==> config.mk <==
export PLATFORM = sky130hd
export DESIGN_NAME = hdmi_pixel_fetch_flat
export DESIGN_NICKNAME = d
export VERILOG_FILES = /design/src/rtl/hdmi_pixel_fetch_if.sv /design/src/rtl/hdmi_pixel_fetch.sv /design/src/flat_wrapper.sv
export SDC_FILE = /design/constraint.sdc
export NUM_CORES = 2
export LEC_CHECK = 0
export ABC_AREA = 1
export CAP_MARGIN = 20
export CORE_ASPECT_RATIO = 1.25
export CORE_MARGIN = 2
export CORE_UTILIZATION = 40
export DETAILED_ROUTE_END_ITERATION = 6
export HOLD_SLACK_MARGIN = 0.1
export SLEW_MARGIN = 20
export SYNTH_ARGS = -nofsm -noshare
export SYNTH_HDL_FRONTEND = slang
export SYNTH_SLANG_ARGS = --single-unit
==> constraint.sdc <==
create_clock -name hdmi_clk_i -period 10.14 [get_ports hdmi_clk_i]
set_clock_uncertainty 0.05 [all_clocks]
set_input_delay 2.028 -clock hdmi_clk_i [delete_from_list [all_inputs] [get_ports hdmi_clk_i]]
set_output_delay 2.028 -clock hdmi_clk_i [all_outputs]
set_load 0.01 [all_outputs]
==> src/rtl/hdmi_pixel_fetch_if.sv <==
// hdmi_pixel_fetch_if: DDR read port between the pixel fetcher
// and the frame-buffer memory; requests accepted and returned in order.
interface hdmi_pixel_fetch_if #(
  parameter int ADDR_W = 28
) ();
  logic              rd_req;
  logic [ADDR_W-1:0] rd_addr;
  logic              rd_ack;
  logic              rd_data_valid;
  logic [127:0]      rd_data;

  modport master (
    output rd_req, rd_addr,
    input  rd_ack, rd_data_valid, rd_data
  );

  modport slave (
    input  rd_req, rd_addr,
    output rd_ack, rd_data_valid, rd_data
  );
endinterface

==> src/rtl/hdmi_pixel_fetch.sv <==
// hdmi_pixel_fetch: DDR word fetch, word FIFO and 12-bit pixel unpacker.
// HDMI_FETCH_UFLOW_MARK_EN selects a magenta underflow fill pixel.
module hdmi_pixel_fetch #(
  parameter int BASE_ADDR   = 0,
  parameter int ADDR_W      = 28,
  parameter int FRAME_WORDS = 38400,
  parameter int DEPTH       = 16,
  parameter int MAX_OUT     = 4
) (
  input  logic                   hdmi_clk_i,
  input  logic                   hdmi_rst_n,
  input  logic                   frame_start,
  hdmi_pixel_fetch_if.master     rd,
  input  logic                   pix_req,
  output logic [11:0]            pix_data,
  output logic                   underflow,
  output logic [$clog2(DEPTH):0] fifo_level
);
  localparam int LW = $clog2(DEPTH);
  localparam int OW = $clog2(MAX_OUT + 1);
  localparam int WW = $clog2(FRAME_WORDS + 1);
`ifdef HDMI_FETCH_UFLOW_MARK_EN
  localparam logic [11:0] FILL = 12'hF0F;
`else
  localparam logic [11:0] FILL = 12'h000;
`endif

  typedef enum logic [1:0] {IDLE, REQ, DONE} state_t;
  state_t state, state_nx;

  logic [ADDR_W-1:0] addr;
  logic [WW-1:0]     issued;
  logic [OW-1:0]     outstanding;
  logic [OW-1:0]     out_nx;
  logic [OW-1:0]     discard;
  logic              req, acc, ret;
  logic              can_req, last;
  logic              wr, pop;
  logic [LW-1:0]     wp, rp;
  logic [127:0]      mem [DEPTH];
  logic [127:0]      head, cur;
  logic [2:0]        idx;
  logic              have;

  assign rd.rd_req  = req;
  assign rd.rd_addr = addr;
  assign acc    = req & rd.rd_ack;
  assign ret    = rd.rd_data_valid;
  assign out_nx = outstanding + OW'(acc) - OW'(ret);
  assign last   = int'(issued) == FRAME_WORDS - 1;

  // Headroom counts words in flight, so the FIFO can never overflow.
  assign can_req = int'(issued) < FRAME_WORDS
    && int'(fifo_level) + int'(outstanding) < DEPTH
    && int'(outstanding) < MAX_OUT;

  assign wr   = ret & ~frame_start & (discard == '0);
  assign pop  = pix_req & ~frame_start & ~have
    & (fifo_level != '0);
  assign head = mem[rp];

  // Request state register.
  always_ff @(posedge hdmi_clk_i or negedge hdmi_rst_n)
    if (!hdmi_rst_n) state <= IDLE;
    else             state <= state_nx;

  // Next request state; rd_req is a pure decode of REQ.
  always_comb begin
    state_nx = state;
    req      = 1'b0;
    unique case (state)
      IDLE: if (can_req) state_nx = REQ;
      REQ: begin
        req = 1'b1;
        if (rd.rd_ack) state_nx = last ? DONE : IDLE;
      end
      DONE:    state_nx = DONE;
      default: state_nx = IDLE;
    endcase
    if (frame_start) state_nx = IDLE;
  end

  // Address, issue and in-flight counters; restart arms the discard.
  always_ff @(posedge hdmi_clk_i or negedge hdmi_rst_n)
    if (!hdmi_rst_n) begin
      addr        <= ADDR_W'(BASE_ADDR);
      issued      <= '0;
      outstanding <= '0;
      discard     <= '0;
    end else begin
      outstanding <= out_nx;
      if (frame_start) begin
        addr    <= ADDR_W'(BASE_ADDR);
        issued  <= '0;
        discard <= out_nx;
      end else begin
        if (acc) begin
          addr   <= addr + 1'b1;
          issued <= issued + 1'b1;
        end
        if (ret && discard != '0) discard <= discard - 1'b1;
      end
    end

  // Word storage, no reset needed.
  always_ff @(posedge hdmi_clk_i)
    if (wr) mem[wp] <= rd.rd_data;

  // FIFO pointers and registered occupancy.
  always_ff @(posedge hdmi_clk_i or negedge hdmi_rst_n)
    if (!hdmi_rst_n) begin
      wp         <= '0;
      rp         <= '0;
      fifo_level <= '0;
    end else if (frame_start) begin
      wp         <= '0;
      rp         <= '0;
      fifo_level <= '0;
    end else begin
      if (wr)  wp <= wp + 1'b1;
      if (pop) rp <= rp + 1'b1;
      fifo_level <= fifo_level
        + (LW+1)'(wr) - (LW+1)'(pop);
    end

  // Unpacker: words are loaded on demand, pixel 0 first.
  always_ff @(posedge hdmi_clk_i or negedge hdmi_rst_n)
    if (!hdmi_rst_n) begin
      cur       <= '0;
      idx       <= '0;
      have      <= 1'b0;
      pix_data  <= '0;
      underflow <= 1'b0;
    end else if (frame_start) begin
      idx       <= '0;
      have      <= 1'b0;
      underflow <= 1'b0;
    end else if (pix_req) begin
      unique case (1'b1)
        have: begin
          pix_data <= cur[{idx, 4'd0} +: 12];
          idx      <= idx + 3'd1;
          if (idx == 3'd7) have <= 1'b0;
        end
        pop: begin
          pix_data <= head[11:0];
          cur      <= head;
          idx      <= 3'd1;
          have     <= 1'b1;
        end
        default: begin
          pix_data  <= FILL;
          underflow <= 1'b1;
        end
      endcase
    end
endmodule

==> src/flat_wrapper.sv <==
// flat-port wrapper written by rule: the top's interface ports become plain ports
module hdmi_pixel_fetch_flat 
#(
  parameter int BASE_ADDR   = 0,
  parameter int ADDR_W      = 28,
  parameter int FRAME_WORDS = 38400,
  parameter int DEPTH       = 16,
  parameter int MAX_OUT     = 4
)
  (hdmi_clk_i, hdmi_rst_n, frame_start, pix_req, pix_data, underflow, fifo_level, rd_rd_req, rd_rd_addr, rd_rd_ack, rd_rd_data_valid, rd_rd_data);
  hdmi_pixel_fetch_if #(.ADDR_W(ADDR_W)) rd_i ();
  input  logic hdmi_clk_i;
  input  logic hdmi_rst_n;
  input  logic frame_start;
  input  logic pix_req;
  output logic [11:0] pix_data;
  output logic underflow;
  output logic [$clog2(DEPTH):0] fifo_level;
  output wire logic [$bits(rd_i.rd_req)-1:0] rd_rd_req;
  output wire logic [$bits(rd_i.rd_addr)-1:0] rd_rd_addr;
  input wire logic [$bits(rd_i.rd_ack)-1:0] rd_rd_ack;
  input wire logic [$bits(rd_i.rd_data_valid)-1:0] rd_rd_data_valid;
  input wire logic [$bits(rd_i.rd_data)-1:0] rd_rd_data;
  assign rd_rd_req = rd_i.rd_req;
  assign rd_rd_addr = rd_i.rd_addr;
  assign rd_i.rd_ack = rd_rd_ack;
  assign rd_i.rd_data_valid = rd_rd_data_valid;
  assign rd_i.rd_data = rd_rd_data;
  hdmi_pixel_fetch #(.BASE_ADDR(BASE_ADDR), .ADDR_W(ADDR_W), .FRAME_WORDS(FRAME_WORDS), .DEPTH(DEPTH), .MAX_OUT(MAX_OUT)) u_core (.hdmi_clk_i(hdmi_clk_i), .hdmi_rst_n(hdmi_rst_n), .frame_start(frame_start), .rd(rd_i), .pix_req(pix_req), .pix_data(pix_data), .underflow(underflow), .fifo_level(fifo_level));
endmodule
==> flow_summary.toml <==
[logic_synthesis]
yosys.area.top_type_share_pct = 65.53
synth-warning-count = 0
synthesis.area_mm2 = 0.07038
ys_seq_area_share_pct = 71.86
synth_flop_cell = "sky130_fd_sc_hd__edfxtp_1"
synth.largest_area_cell = "sky130_fd_sc_hd__edfxtp_1"
postSynth.asyncResetShare_pct = 10.39
number_of_enable_type_register_cells_in_the_synthesized_netlist = 1536
synth-seq-cells = 1714
synth.net_count = 6329
avgSynthCellArea_um2 = 11.41
synth_cells = 6171
post_synth_main_area_contributors = "sky130_fd_sc_hd__edfxtp_1, sky130_fd_sc_hd__nand2_1, sky130_fd_sc_hd__dfrtp_1, sky130_fd_sc_hd__nand3_1, sky130_fd_sc_hd__a21oi_1"
yosysMostFrequentCell = "sky130_fd_sc_hd__nand2_1"
yosysUniqueCellTypes = 42
synth_top_cells_by_count = "sky130_fd_sc_hd__nand2_1, sky130_fd_sc_hd__edfxtp_1, sky130_fd_sc_hd__nand3_1, sky130_fd_sc_hd__a21oi_1, sky130_fd_sc_hd__nor2_1"

[timing]
timing.final.setup_violations = 0
final.hold.worst_slack_ps = 446.6
worst_slew_margin_rel_pct = 13.07
final.setup.tns_ps = 0
tightest_slew_ps = 1304
final.min_clock_period_ps = 5252
timing_hold_violations_final = 0
final.period_utilization_pct = 51.79
maxClockFrequency_mhz = 190.4
setup_repair_after_global_routing_missed_its_margin = "no"
finalMaxSlewViolations = 0

[final_layout]
final-seq-area_mm2 = 0.05059
drive_gt1_share_pct = 5.520
multiInputGateArea_mm2 = 0.01707
number_of_standard_cells_in_the_layout_taps_in_and_fillers_out = 8677
num-nets-final = 6352
layout-area-overhead-vs-synth_pct = 12.11
fill_cells = 15870

[setup_path]
worstPathCellList = "clkdlybuf4s50_1, inv_1, nor2_8, nand2_2, nor2_4, buf_4, ha_1, inv_1, ha_1, inv_1, fa_1, inv_1, nand2_1, a21oi_1, nor2_1, o21ai_0, a21oi_1"
kind_of_start_point_of_the_critical_path = "primary input"
cp.arrival_ps = 5890
crit_type = "in -> reg"
worstSetupEndpointType = "register"
crit_required_ps = 10780
critical-path-top-cell-by-count = "sky130_fd_sc_hd__inv_1"
critical_path_peak_fanout = 66
worst_path_dominant_cell_family = "buffers and inverters"
cpMaxStageDelayCell = "sky130_fd_sc_hd__buf_4"
cp_slowest_stage_delay_ps = 780
worstPathBufferInverterCount = 6

[die]
chipWidth_um = 379.2
floorplan.initialDensity_pct = 40.18
design.die.area_mm2 = 0.1793
fp.dieH_um = 473.0
io_pins = 181
core-area_mm2 = 0.1752
row_count = 172

[clocking]
htreeDepth = 4
cts_resized = 0
hold_bufs_inserted_after_cts = 0
worstSkewPairLatency_ps = 800
cts_inserted_buffers = 164
tritoncts = "yes"
path_clk_slew_ps = 60
post-cts-setup-buffer-count = 0
clock_tree.buffer_depth = 3
cts_sinks = 1714
clock-root-buffer = "sky130_fd_sc_hd__clkbuf_16"

[placement]
buffer_ports.inserted = 148
numPlacedInstances = 8376
hpwlAfterDp_um = 95750
globalplace.congestion = 0.8190

[pwr]
powerDensity_mw_per_mm2 = 216.9
power.ir.vdd_worst_mv = 0.1636
power_leakage_nw = 28.81

[drt]
route.final.wire_length_um = 188000
route.detailed.wl_per_inst_um = 21.66
drt_first_iter_violations = 4661
dr_total_vias = 46150
postRouteAntennaNets = 0
drc = 0
firstDrtPassIters = 6
drt-vias-per-instance = 5.318

[grt]
grt_first_pass_wirelength_um = 279400
antenna_violations_before_repair = 21
grt_overflow = 0
grt_start_max_net_pins = 233
grt_pass1_vias = 44330
grt_util_all_layers_pct = 20.79

[job]
timing.max_cap.violations = 0

[status]
status = "finished clean"

[hold_path]
holdCritPathClass = "reg -> reg"
power by group:
group / switching, mW / internal (mW) / total [mW] / leakage, nW
registers: 0.300 / 7.98 / 8.28 / 16.0
clock network: 2.58 / 3.28 / 5.86 / 2.45
logic: 2.08 / 0.889 / 2.97 / 10.4
total: 4.96 / 12.2 / 17.1 / 28.8
layer usage:
layer / routed length (um) / vias to the layer above / global-route usage (%)
li1: - / 21390 / -
met3: 12870 / 319 / 3.461
met5: 80 / - / 0
met1: 77220 / 22770 / 27.22
met4: 6388 / 12 / 7.652
met2: 91410 / 1653 / 34.71
through the flow:
step / cell area [um^2] / utilization [%] / setup WS (ps) / power, mW
floorplan: 70380 / - / 2847 / 10.28
global placement: 73810 / 42.13 / 4099 / 11.34
detailed placement: 73840 / 42.15 / 4119 / 11.39
CTS: 78860 / 45.02 / 4987 / 17.22
global route: 78900 / 45.04 / 4718 / 17.84
finish: 78900 / 45.04 / 4888 / 17.11
worst reg2reg max path: cells and delay by family, from the launching register on:
family / cells / cell delay [ps]
buf+inv: 3 / 2530
simple gates: 6 / 840
flops: 1 / 900
compound gates: 1 / 110
logic make-up (layout without fill, tap and decap cells):
family | Yosys count | after routing | synth area share, %
adder cells (fa/ha/maj) | 24 | 24 | 0.4480
buffers and inverters | 649 | 801 | 4.060
AO/OA/AOI/OAI | 709 | 709 | 5.495
XOR/XNOR | 4 | 4 | 0.04979
flip-flops | 1714 | 1714 | 71.86
other | 0 | 5 | 0
AND/OR/NAND/NOR | 3071 | 3071 | 18.08
cells in the final DEF, fill, tap and decap left out, types with 32 or more instances in the layout:
| master | synthesis | routed |
|---|---|---|
| sky130_fd_sc_hd__clkinv_1 | 0 | 32 |
| sky130_fd_sc_hd__clkbuf_1 | 96 | 49 |
| sky130_fd_sc_hd__o22ai_1 | 33 | 33 |
| sky130_fd_sc_hd__o31ai_1 | 69 | 69 |
| sky130_fd_sc_hd__o21ai_0 | 142 | 142 |
| sky130_fd_sc_hd__a21boi_0 | 32 | 32 |
| sky130_fd_sc_hd__dfrtp_1 | 178 | 173 |
| sky130_fd_sc_hd__nand2_1 | 1904 | 1902 |
| sky130_fd_sc_hd__clkdlybuf4s50_1 | 0 | 147 |
| sky130_fd_sc_hd__a21oi_1 | 415 | 415 |
| sky130_fd_sc_hd__edfxtp_1 | 1536 | 1536 |
| sky130_fd_sc_hd__buf_4 | 40 | 67 |
| sky130_fd_sc_hd__inv_1 | 277 | 276 |
| sky130_fd_sc_hd__nor2_1 | 295 | 279 |
| sky130_fd_sc_hd__nand3_1 | 792 | 792 |
| sky130_fd_sc_hd__clkbuf_16 | 0 | 168 |
sequential cells by signal, summed over array words and instances, names as in the netlist:
| signal | flops |
|---|---|
| u_core.idx | 3 |
| u_core.mem | 1536 |
| u_core.issued | 16 |
| u_core.state | 2 |
| u_core.wp | 4 |
| u_core.rd.rd_addr | 28 |
| u_core.rp | 4 |
| u_core.outstanding | 3 |
| u_core.cur | 96 |
| u_core.underflow | 1 |
| u_core.pix_data | 12 |
| u_core.fifo_level | 5 |
| u_core.discard | 3 |
| u_core.have | 1 |
worst paths after layout:
kind                                                           to                       start  cells after the start  slack [ps]
worst max register to register          u_core.cur[3]$_DFFE_PN0P_    u_core.rp[0]$_DFFE_PN0P_                     10        5530
min in group asynchronous       u_core.rd.rd_addr[11]$_DFFE_PN0P_                  hdmi_rst_n                      1        1200
worst min register to register         u_core.cur[89]$_DFFE_PN0P_  u_core.cur[89]$_DFFE_PN0P_                      2         450
max in group asynchronous                u_core.rp[3]$_DFFE_PN0P_                  hdmi_rst_n                      2        7350
worst min-delay path                   u_core.cur[89]$_DFFE_PN0P_  u_core.cur[89]$_DFFE_PN0P_                      2         450
worst max-delay path               u_core.fifo_level[4]$_DFF_PN0_                     pix_req                     17        4890
final cells by class:
type,count,share of cell area (%)
Sequential cell,1714,64.12
Multi-Input combinational cell,3808,21.63
Clock buffer,223,5.666
Tap cell,2349,3.725
Timing Repair Buffer,223,2.743
Inverter,283,1.391
Clock inverter,72,0.7025
Antenna cell,5,0.01586
Power figures use the tool's default switching activity.
